File: config.mk
export PLATFORM = sky130hd
export DESIGN_NAME = alu_exec32
export DESIGN_NICKNAME = d
export VERILOG_FILES = /design/src/rtl/alu_exec32.sv
export SDC_FILE = /design/constraint.sdc
export NUM_CORES = 1
export LEC_CHECK = 0
export BUFFER_PORTS_ARGS = -buffer_cell sky130_fd_sc_hd__buf_2
export CAP_MARGIN = 10
export CORE_MARGIN = 3
export CORE_UTILIZATION = 40
export DETAILED_ROUTE_END_ITERATION = 12
export SKIP_CTS_REPAIR_TIMING = 1
export SYNTH_ARGS = -nofsm -noshare
export SYNTH_HDL_FRONTEND = slang
export SYNTH_SLANG_ARGS = --single-unit
File: constraint.sdc
create_clock -name clk -period 2.9 [get_ports clk]
set_input_delay 0.29 -clock clk [delete_from_list [all_inputs] [get_ports clk]]
set_output_delay 0.29 -clock clk [all_outputs]
set_load 0.05 [all_outputs]
File: src/rtl/alu_exec32.sv
// Execute stage: single-cycle ALU ops plus an iterative 1-bit-per-cycle shifter,
// with a valid/ready handshake on both sides and one op in flight at a time.
module alu_exec32 #(
   parameter int XLEN     = 32,
   parameter int OP_WIDTH = 10
) (
   input  logic                clk,
   input  logic                rst,
   input  logic                in_valid,
   output logic                in_ready,
   input  logic [OP_WIDTH-1:0] op,
   input  logic [XLEN-1:0]     a,
   input  logic [XLEN-1:0]     b,
   output logic                out_valid,
   input  logic                out_ready,
   output logic [XLEN-1:0]     result,
   output logic                err
);

   localparam int SHW = $clog2(XLEN);
   localparam logic [SHW-1:0]      SH_ONE = SHW'(1);
   localparam logic [OP_WIDTH-1:0] OP_ONE = OP_WIDTH'(1);

   typedef enum logic [1:0] {IDLE, SHIFT, DONE} state_t;

   state_t          r_state;
   state_t          w_nextState;
   logic [XLEN-1:0] r_result;
   logic            r_err;
   logic [SHW-1:0]  r_count;
   logic            r_shLeft;
   logic            r_shArith;

   logic            w_accept;
   logic            w_oneHot;
   logic            w_isShift;
   logic [SHW-1:0]  w_shamt;
   logic [XLEN-1:0] w_alu;
   logic [XLEN-1:0] w_shifted;

   assign w_accept  = in_valid && (r_state == IDLE);
   assign w_oneHot  = (op != '0) && ((op & (op - OP_ONE)) == '0);
   assign w_isShift = |op[7:5];
   assign w_shamt   = b[SHW-1:0];

   // Only evaluated for legal one-hot ops, so bit priority is irrelevant.
   always_comb begin
      w_alu = '0;
      if (op[0])      w_alu = a + b;
      else if (op[1]) w_alu = a - b;
      else if (op[2]) w_alu = a ^ b;
      else if (op[3]) w_alu = a | b;
      else if (op[4]) w_alu = a & b;
      else if (op[8]) w_alu = {{(XLEN-1){1'b0}}, ($signed(a) < $signed(b))};
      else if (op[9]) w_alu = {{(XLEN-1){1'b0}}, (a < b)};
   end

   assign w_shifted = r_shLeft ? {r_result[XLEN-2:0], 1'b0}
                               : {r_shArith & r_result[XLEN-1], r_result[XLEN-1:1]};

   always_ff @(posedge clk) begin
      if (rst) r_state <= IDLE;
      else     r_state <= w_nextState;
   end

   always_comb begin
      w_nextState = r_state;
      case (r_state)
         IDLE: begin
            if (w_accept) begin
               if (w_oneHot && w_isShift && (w_shamt != '0)) w_nextState = SHIFT;
               else                                          w_nextState = DONE;
            end
         end
         SHIFT: begin
            if (r_count == SH_ONE) w_nextState = DONE;
         end
         DONE: begin
            if (out_ready) w_nextState = IDLE;
         end
         default: w_nextState = IDLE;
      endcase
   end

   // The result register doubles as the shift register while in SHIFT.
   always_ff @(posedge clk) begin
      if (rst) begin
         r_result  <= '0;
         r_err     <= 1'b0;
         r_count   <= '0;
         r_shLeft  <= 1'b0;
         r_shArith <= 1'b0;
      end else begin
         case (r_state)
            IDLE: begin
               if (w_accept) begin
                  r_shLeft  <= op[5];
                  r_shArith <= op[7];
                  r_count   <= w_shamt;
                  if (!w_oneHot) begin
                     r_err    <= 1'b1;
                     r_result <= '0;
                  end else if (w_isShift) begin
                     r_err    <= 1'b0;
                     r_result <= a;
                  end else begin
                     r_err    <= 1'b0;
                     r_result <= w_alu;
                  end
               end
            end
            SHIFT: begin
               r_result <= w_shifted;
               r_count  <= r_count - SH_ONE;
            end
            default: ;
         endcase
      end
   end

   assign in_ready  = (r_state == IDLE);
   assign out_valid = (r_state == DONE);
   assign result    = r_result;
   assign err       = r_err;

endmodule
-- Yosys cells after proc, flatten, opt, wreduce, memory -nomap -nowiden
Index checks and enable logic that the tools add are counted.
W data, S select, Z words.
- word-level logic and storage cells: 56
- register bits: 42
- bitwise gates (word level): 5
- order comparisons: 2
- reduce and logical (&&, ||, !) cells: 13
- eq/ne operators: 6
- mux-type cells: 20
- $add $sub $neg: 4
- operators by type and width (kind ; count):
    $mux W32 ; 9
    $lt A32 B32 Y1 ; 2
    $pmux W32 S2 ; 1
    $add A32 B32 Y32 ; 1
    $and A32 B32 Y32 ; 1
    $or A32 B32 Y32 ; 1
    $sub A32 B32 Y32 ; 1
    $xor A32 B32 Y32 ; 1
    $and A10 B10 Y10 ; 1
    $logic_not A10 Y1 ; 1
    $pmux W5 S2 ; 1
    $reduce_bool A10 Y1 ; 1
    $sub A10 B1 Y10 const B ; 1
    $mux W2 ; 4
    $pmux W2 S3 ; 1
    $eq A5 B1 Y1 const B ; 1
    $mux W5 ; 1
    $reduce_bool A5 Y1 ; 1
    $sub A5 B1 Y5 const B ; 1
    $logic_and A1 B1 Y1 ; 4
    $ne A2 B1 Y1 const B ; 2
    $reduce_and A2 Y1 ; 2
    $mux W1 ; 3
    $reduce_and A3 Y1 ; 1
    other kinds (7) ; 7

-- Longest topological paths before layout
- depth in word-level cells: 12
- gate-level depth with buffers: 13
- mapped depth without buffers: 13

-- Worst setup path after synthesis
OpenSTA, ideal clock, no wires.
- path kind: input to register
- start point: input a[0]
- end point: register r_result[28] (netlist: result[28])
- path slack: 0.263 ns
- arrival: 2.552 ns
- data required time: 2.814 ns
- setup time: 0.086 ns
- stages: 11
- path buffers: 0
- cell sequence: ha_1 > fa_1 > a21oi_1 > o211a_1 > o22ai_2 > nor3_1 > nor2_1 > a311oi_1 > mux2i_1 > a21oi_1 > a211oi_1
- word-level cells in the longest chain between the ends: 7
- elaborated cells on any way between the ends: 8
- classes of those cells: 2 x add/sub; 6 x mux
- RTL lines (what ; RTL line ; RTL):
    from (decl) ; 12 ; input logic [XLEN-1:0] a,
    $sub A32 B32 Y32 ; 50 ; else if (op[1]) w_alu = a - b;
    $mux W32 ; 50 ;
    $mux W32 (*) ; 49 ; if (op[0]) w_alu = a + b;
    $mux W32 (*) ; 103 ; end else if (w_isShift) begin
    $mux W32 (*) ; 100 ; if (!w_oneHot) begin
    $mux W32 (*) ; 96 ; if (w_accept) begin
    $pmux W32 S2 (*) ; 94 ; case (r_state)
    to (signal assigned) ; 108 ; r_result <= w_alu;
    to (signal assigned) ; 113 ; r_result <= w_shifted;
    to (decl) ; 28 ; logic [XLEN-1:0] r_result;
Every way passes the cells marked *; elsewhere a longest branch is shown, timed or not. The select of a mux whose other input is x is not followed.
A chain may end at the register's enable or synchronous reset.

-- Final worst setup path
- start point: input a[0]
- end point: register r_result[14] (netlist: result[14])
The elaborated chain is that of the path after synthesis.

==> run_summary.xml <==
<?xml version="1.0" encoding="UTF-8"?>
<metrics>
  <group name="run_status">
    <metric name="status" unit="">complete, no violations</metric>
  </group>
  <group name="timing">
    <metric name="rsz0062_at_grt" unit="">yes</metric>
    <metric name="final.setup_skew" unit="ps">8.72</metric>
    <metric name="final.hold.worst_slack" unit="ps">298</metric>
    <metric name="finalHoldViolations" unit="">0</metric>
    <metric name="clock.fmax" unit="GHz">0.361</metric>
    <metric name="final_min_period_over_clock_period" unit="%">95.6</metric>
    <metric name="final.min_clock_period" unit="ps">2770</metric>
    <metric name="tightest_slew" unit="ps">639</metric>
    <metric name="setup-violations-final" unit="">0</metric>
    <metric name="fin_tns_setup" unit="ps">0</metric>
    <metric name="setup_slack" unit="ps">129</metric>
    <metric name="slew-limit-headroom" unit="%">56.3</metric>
    <metric name="maxSlewViolCount" unit="">0</metric>
  </group>
  <group name="logic_synthesis">
    <metric name="number_of_enable_flip_flop_cells_after_synthesis" unit="">0</metric>
    <metric name="synth.yosys.warnings" unit="">0</metric>
    <metric name="yosys.cell_types.count" unit="">84</metric>
    <metric name="yosysTopAreaCellShare" unit="%">15.0</metric>
    <metric name="post_synthesis_cells" unit="">1172</metric>
    <metric name="yosys.area.top_type" unit="">ha_1</metric>
    <metric name="synthesis.nets" unit="">1350</metric>
    <metric name="simple_gate_area_share_of_the_yosys_netlist" unit="%">17.7</metric>
    <metric name="synthXorXnorAreaFrac" unit="%">4.94</metric>
    <metric name="seq_area_frac_synth" unit="%">10.3</metric>
    <metric name="synth_area_per_cell" unit="µm²">6.96</metric>
    <metric name="synth_fa_ha_area_share" unit="%">15.7</metric>
    <metric name="ys_top_cells_by_area" unit="">ha_1 (15%), dfxtp_1 (10%), a21oi_1 (8.5%)</metric>
    <metric name="postSynth.topFlopCell" unit="">dfxtp_1</metric>
    <metric name="main_combinational_cell_family_by_area_after_synthesis" unit="">compound AO/OA/AOI/OAI gates</metric>
    <metric name="synth.cell_area" unit="µm²">8150</metric>
    <metric name="synth.area.mux_share" unit="%">5.42</metric>
    <metric name="compound_gate_fraction_of_synth_area" unit="%">36.2</metric>
    <metric name="yosys_reg_bits" unit="">42</metric>
    <metric name="asyncSetResetFlopFracSynth" unit="%">0</metric>
  </group>
  <group name="floorplanning">
    <metric name="initial_utilization" unit="%">41.3</metric>
    <metric name="core_area" unit="µm²">19700</metric>
    <metric name="die-height" unit="µm">149</metric>
    <metric name="fp.dieArea" unit="µm²">22100</metric>
    <metric name="boundaryPins" unit="">113</metric>
    <metric name="die_w" unit="µm">149</metric>
    <metric name="rows" unit="">51</metric>
  </group>
  <group name="cts">
    <metric name="worst_setup_hold_path_clk_slew" unit="ps">80</metric>
    <metric name="h-tree-depth" unit="">2</metric>
    <metric name="cell_chosen_for_the_clock_root" unit="">clkbuf_16</metric>
    <metric name="tritoncts.num_buffers" unit="">5</metric>
    <metric name="insertion_delay" unit="ps">310</metric>
    <metric name="cts.path.max_buffers" unit="">2</metric>
    <metric name="clock-sinks" unit="">42</metric>
    <metric name="tritoncts" unit="">done</metric>
  </group>
  <group name="route">
    <metric name="drt_iter0_markers" unit="">837</metric>
    <metric name="drtPass1Iterations" unit="">5</metric>
    <metric name="via_density_per_instance" unit="">5.93</metric>
    <metric name="drc" unit="">0</metric>
    <metric name="num_vias" unit="">9550</metric>
    <metric name="detail-route-antenna-nets" unit="">0</metric>
    <metric name="detail_route.wl_per_cell" unit="µm">19.6</metric>
    <metric name="routed_wirelength" unit="mm">31.6</metric>
  </group>
  <group name="setup_path">
    <metric name="crit_fanout" unit="">6</metric>
    <metric name="critical-path-top-cell-by-count" unit="">inv_1</metric>
    <metric name="cp.required" unit="ps">3090</metric>
    <metric name="worst_setup_path_end_kind" unit="">register</metric>
    <metric name="critical_path.max_stage_delay" unit="ps">480</metric>
    <metric name="setup.worst_path.start_class" unit="">input pin</metric>
    <metric name="critical_path.cell_chain" unit="">buf_2, inv_1, ha_2, inv_1, fa_2, nor2b_2, o211ai_1, nand2_1, a311o_2, a211oi_2, xnor2_1, a2111oi_1, nor2_1</metric>
    <metric name="ff2ff_setup_slack" unit="ps">700</metric>
    <metric name="cpMaxStageDelayCell" unit="">a311o_2</metric>
    <metric name="worst_ep_arrival_time" unit="ps">2960</metric>
    <metric name="crit_type" unit="">input pin to register</metric>
  </group>
  <group name="global_routing">
    <metric name="globalRouteOverflowTotal" unit="">0</metric>
    <metric name="grt_max_degree" unit="">43</metric>
    <metric name="global_route.usage.total" unit="%">27.6</metric>
    <metric name="grt_pass1_wl" unit="mm">49.3</metric>
    <metric name="via_count_of_the_first_global_routing_pass" unit="">8837</metric>
    <metric name="grt_antenna_before_repair" unit="">0</metric>
  </group>
  <group name="placed_design">
    <metric name="count_of_input_and_output_buffers" unit="">112</metric>
    <metric name="preCtsSetupSlack" unit="ps">-188</metric>
    <metric name="place.gp.congestion" unit="">0.974</metric>
    <metric name="detailed_place_hpwl" unit="mm">24.2</metric>
  </group>
  <group name="cells_and_area">
    <metric name="area_delta_synth_final" unit="%">22.7</metric>
    <metric name="n_antenna_cell" unit="">0</metric>
    <metric name="final_nets" unit="">1523</metric>
    <metric name="num-fill-cells" unit="">1992</metric>
    <metric name="layout-drive-gt1-share" unit="%">24.3</metric>
  </group>
  <group name="power">
    <metric name="total_leakage_power" unit="nW">4.46</metric>
    <metric name="pwr_density_cell" unit="nW/µm²">313</metric>
    <metric name="ir_drop" unit="mV">0.230</metric>
  </group>
  <group name="min_path">
    <metric name="hold_class" unit="">input pin to register</metric>
  </group>
  <group name="run">
    <metric name="max_cap_violations" unit="">0</metric>
  </group>
</metrics>
-- per-stage QoR --
stage / std cells / util (%) / area (µm²) / power [mW]
final: 1611 / 50.7 / 10000 / 3.13
after global routing: 1611 / 50.7 / 10000 / 3.32
after CTS: 1610 / 50.2 / 9900 / 3.07
after detailed placement: 1602 / 49.4 / 9740 / 2.37
after global placement: 1602 / 49.4 / 9740 / 2.36
after floorplan: 1172 / - / 8150 / 1.77
-- cells by family (layout without fill, tap and decap cells) --
logic type	Yosys count	in the layout
flops	42	42
compound gates	441	441
buf+inv	195	369
simple gates	304	304
mux	43	43
fa+ha+maj	101	101
xor+xnor	46	46
-- cell usage after synthesis (4+ instances only) --
master / instances
a21oi_1: 139
nor2_1: 112
inv_1: 99
ha_1: 98
a211oi_1: 68
nand2_1: 65
o21ai_0: 65
clkbuf_1: 56
dfxtp_1: 42
xnor2_1: 36
mux2i_1: 34
nor3_1: 29
nand3_1: 20
a21o_1: 16
buf_2: 16
nand2b_1: 16
o211ai_1: 15
buf_1: 14
a31oi_1: 13
nor4_1: 13
or3_1: 12
nor2b_1: 11
o221ai_1: 11
o21bai_1: 10
o31ai_1: 10
xor2_1: 10
mux2_2: 9
o22ai_1: 8
a2111oi_0: 7
o21ai_1: 7
a311oi_1: 6
buf_6: 6
a211o_1: 5
a221oi_2: 5
o2111ai_1: 5
o21a_1: 5
a221oi_1: 4
and2_1: 4
-- metal layers --
layer,vias to the layer above,track usage [%],part of all wire (%)
met5,-,0,0
met4,0,6.59,2.6
met3,63,3.95,8.7
met2,444,43.4,44
met1,4461,40.0,45
li1,4582,-,-
-- where the power goes --
group	internal, mW	total, mW	switching, mW	leakage, nW
Sequential	0.612	0.665	0.0532	0.345
Combinational	0.712	1.76	1.05	4.04
Clock	0.409	0.706	0.297	0.0771
Total	1.73	3.13	1.40	4.46
-- state kept, by name (all words and copies together), names as in the netlist --
signal     count
err            1
r_count        5
r_shArith      1
r_shLeft       1
r_state        2
result        32
-- worst max-delay path, delay by kind of cell --
family / cells / cell delay, ps
XOR/XNOR: 1 / 90
adder cells (fa/ha/maj): 2 / 510
buffers and inverters: 3 / 240
AO/OA/AOI/OAI: 4 / 1450
AND/OR/NAND/NOR: 3 / 370
-- final cells by class --
| type | instances | area, µm² | share of cell area, % |
|---|---|---|---|
| Sequential cell | 42 | 842 | 8.42 |
| Clock buffer | 6 | 129 | 1.29 |
| Clock inverter | 2 | 37.5 | 0.375 |
| Tap cell | 265 | 332 | 3.32 |
| Multi-Input combinational cell | 935 | 6620 | 66.2 |
| Timing Repair Buffer | 258 | 1660 | 16.6 |
| Inverter | 103 | 387 | 3.87 |
-- cell usage in the layout (no fill, tap or decap), drive strengths merged, types with 12 or more instances in the layout --
| master | n |
|---|---|
| o211ai | 15 |
| nand2 | 65 |
| a211oi | 70 |
| nor2 | 114 |
| nor4 | 15 |
| a31oi | 13 |
| xnor2 | 36 |
| nor3 | 31 |
| o21ai | 73 |
| or3 | 12 |
| ha | 98 |
| nand2b | 16 |
| a21o | 16 |
| nand3 | 20 |
| a21oi | 142 |
| inv | 102 |
| dfxtp | 42 |
| buf | 258 |
| mux2i | 34 |
| o31ai | 13 |
-- path summary, 6_finish.rpt --
path / depth (start not counted) / to / start
min reg2reg: 2 / r_shArith$_SDFFE_PP0P_ / r_shArith$_SDFFE_PP0P_
max: 13 / result[14]$_SDFFE_PP0P_ / a[0]
max reg2reg: 7 / result[14]$_SDFFE_PP0P_ / r_state[0]$_SDFFE_PP0P_
min: 3 / r_shLeft$_SDFFE_PP0P_ / op[5]
No activity file was read; power rests on OpenSTA's default activity.
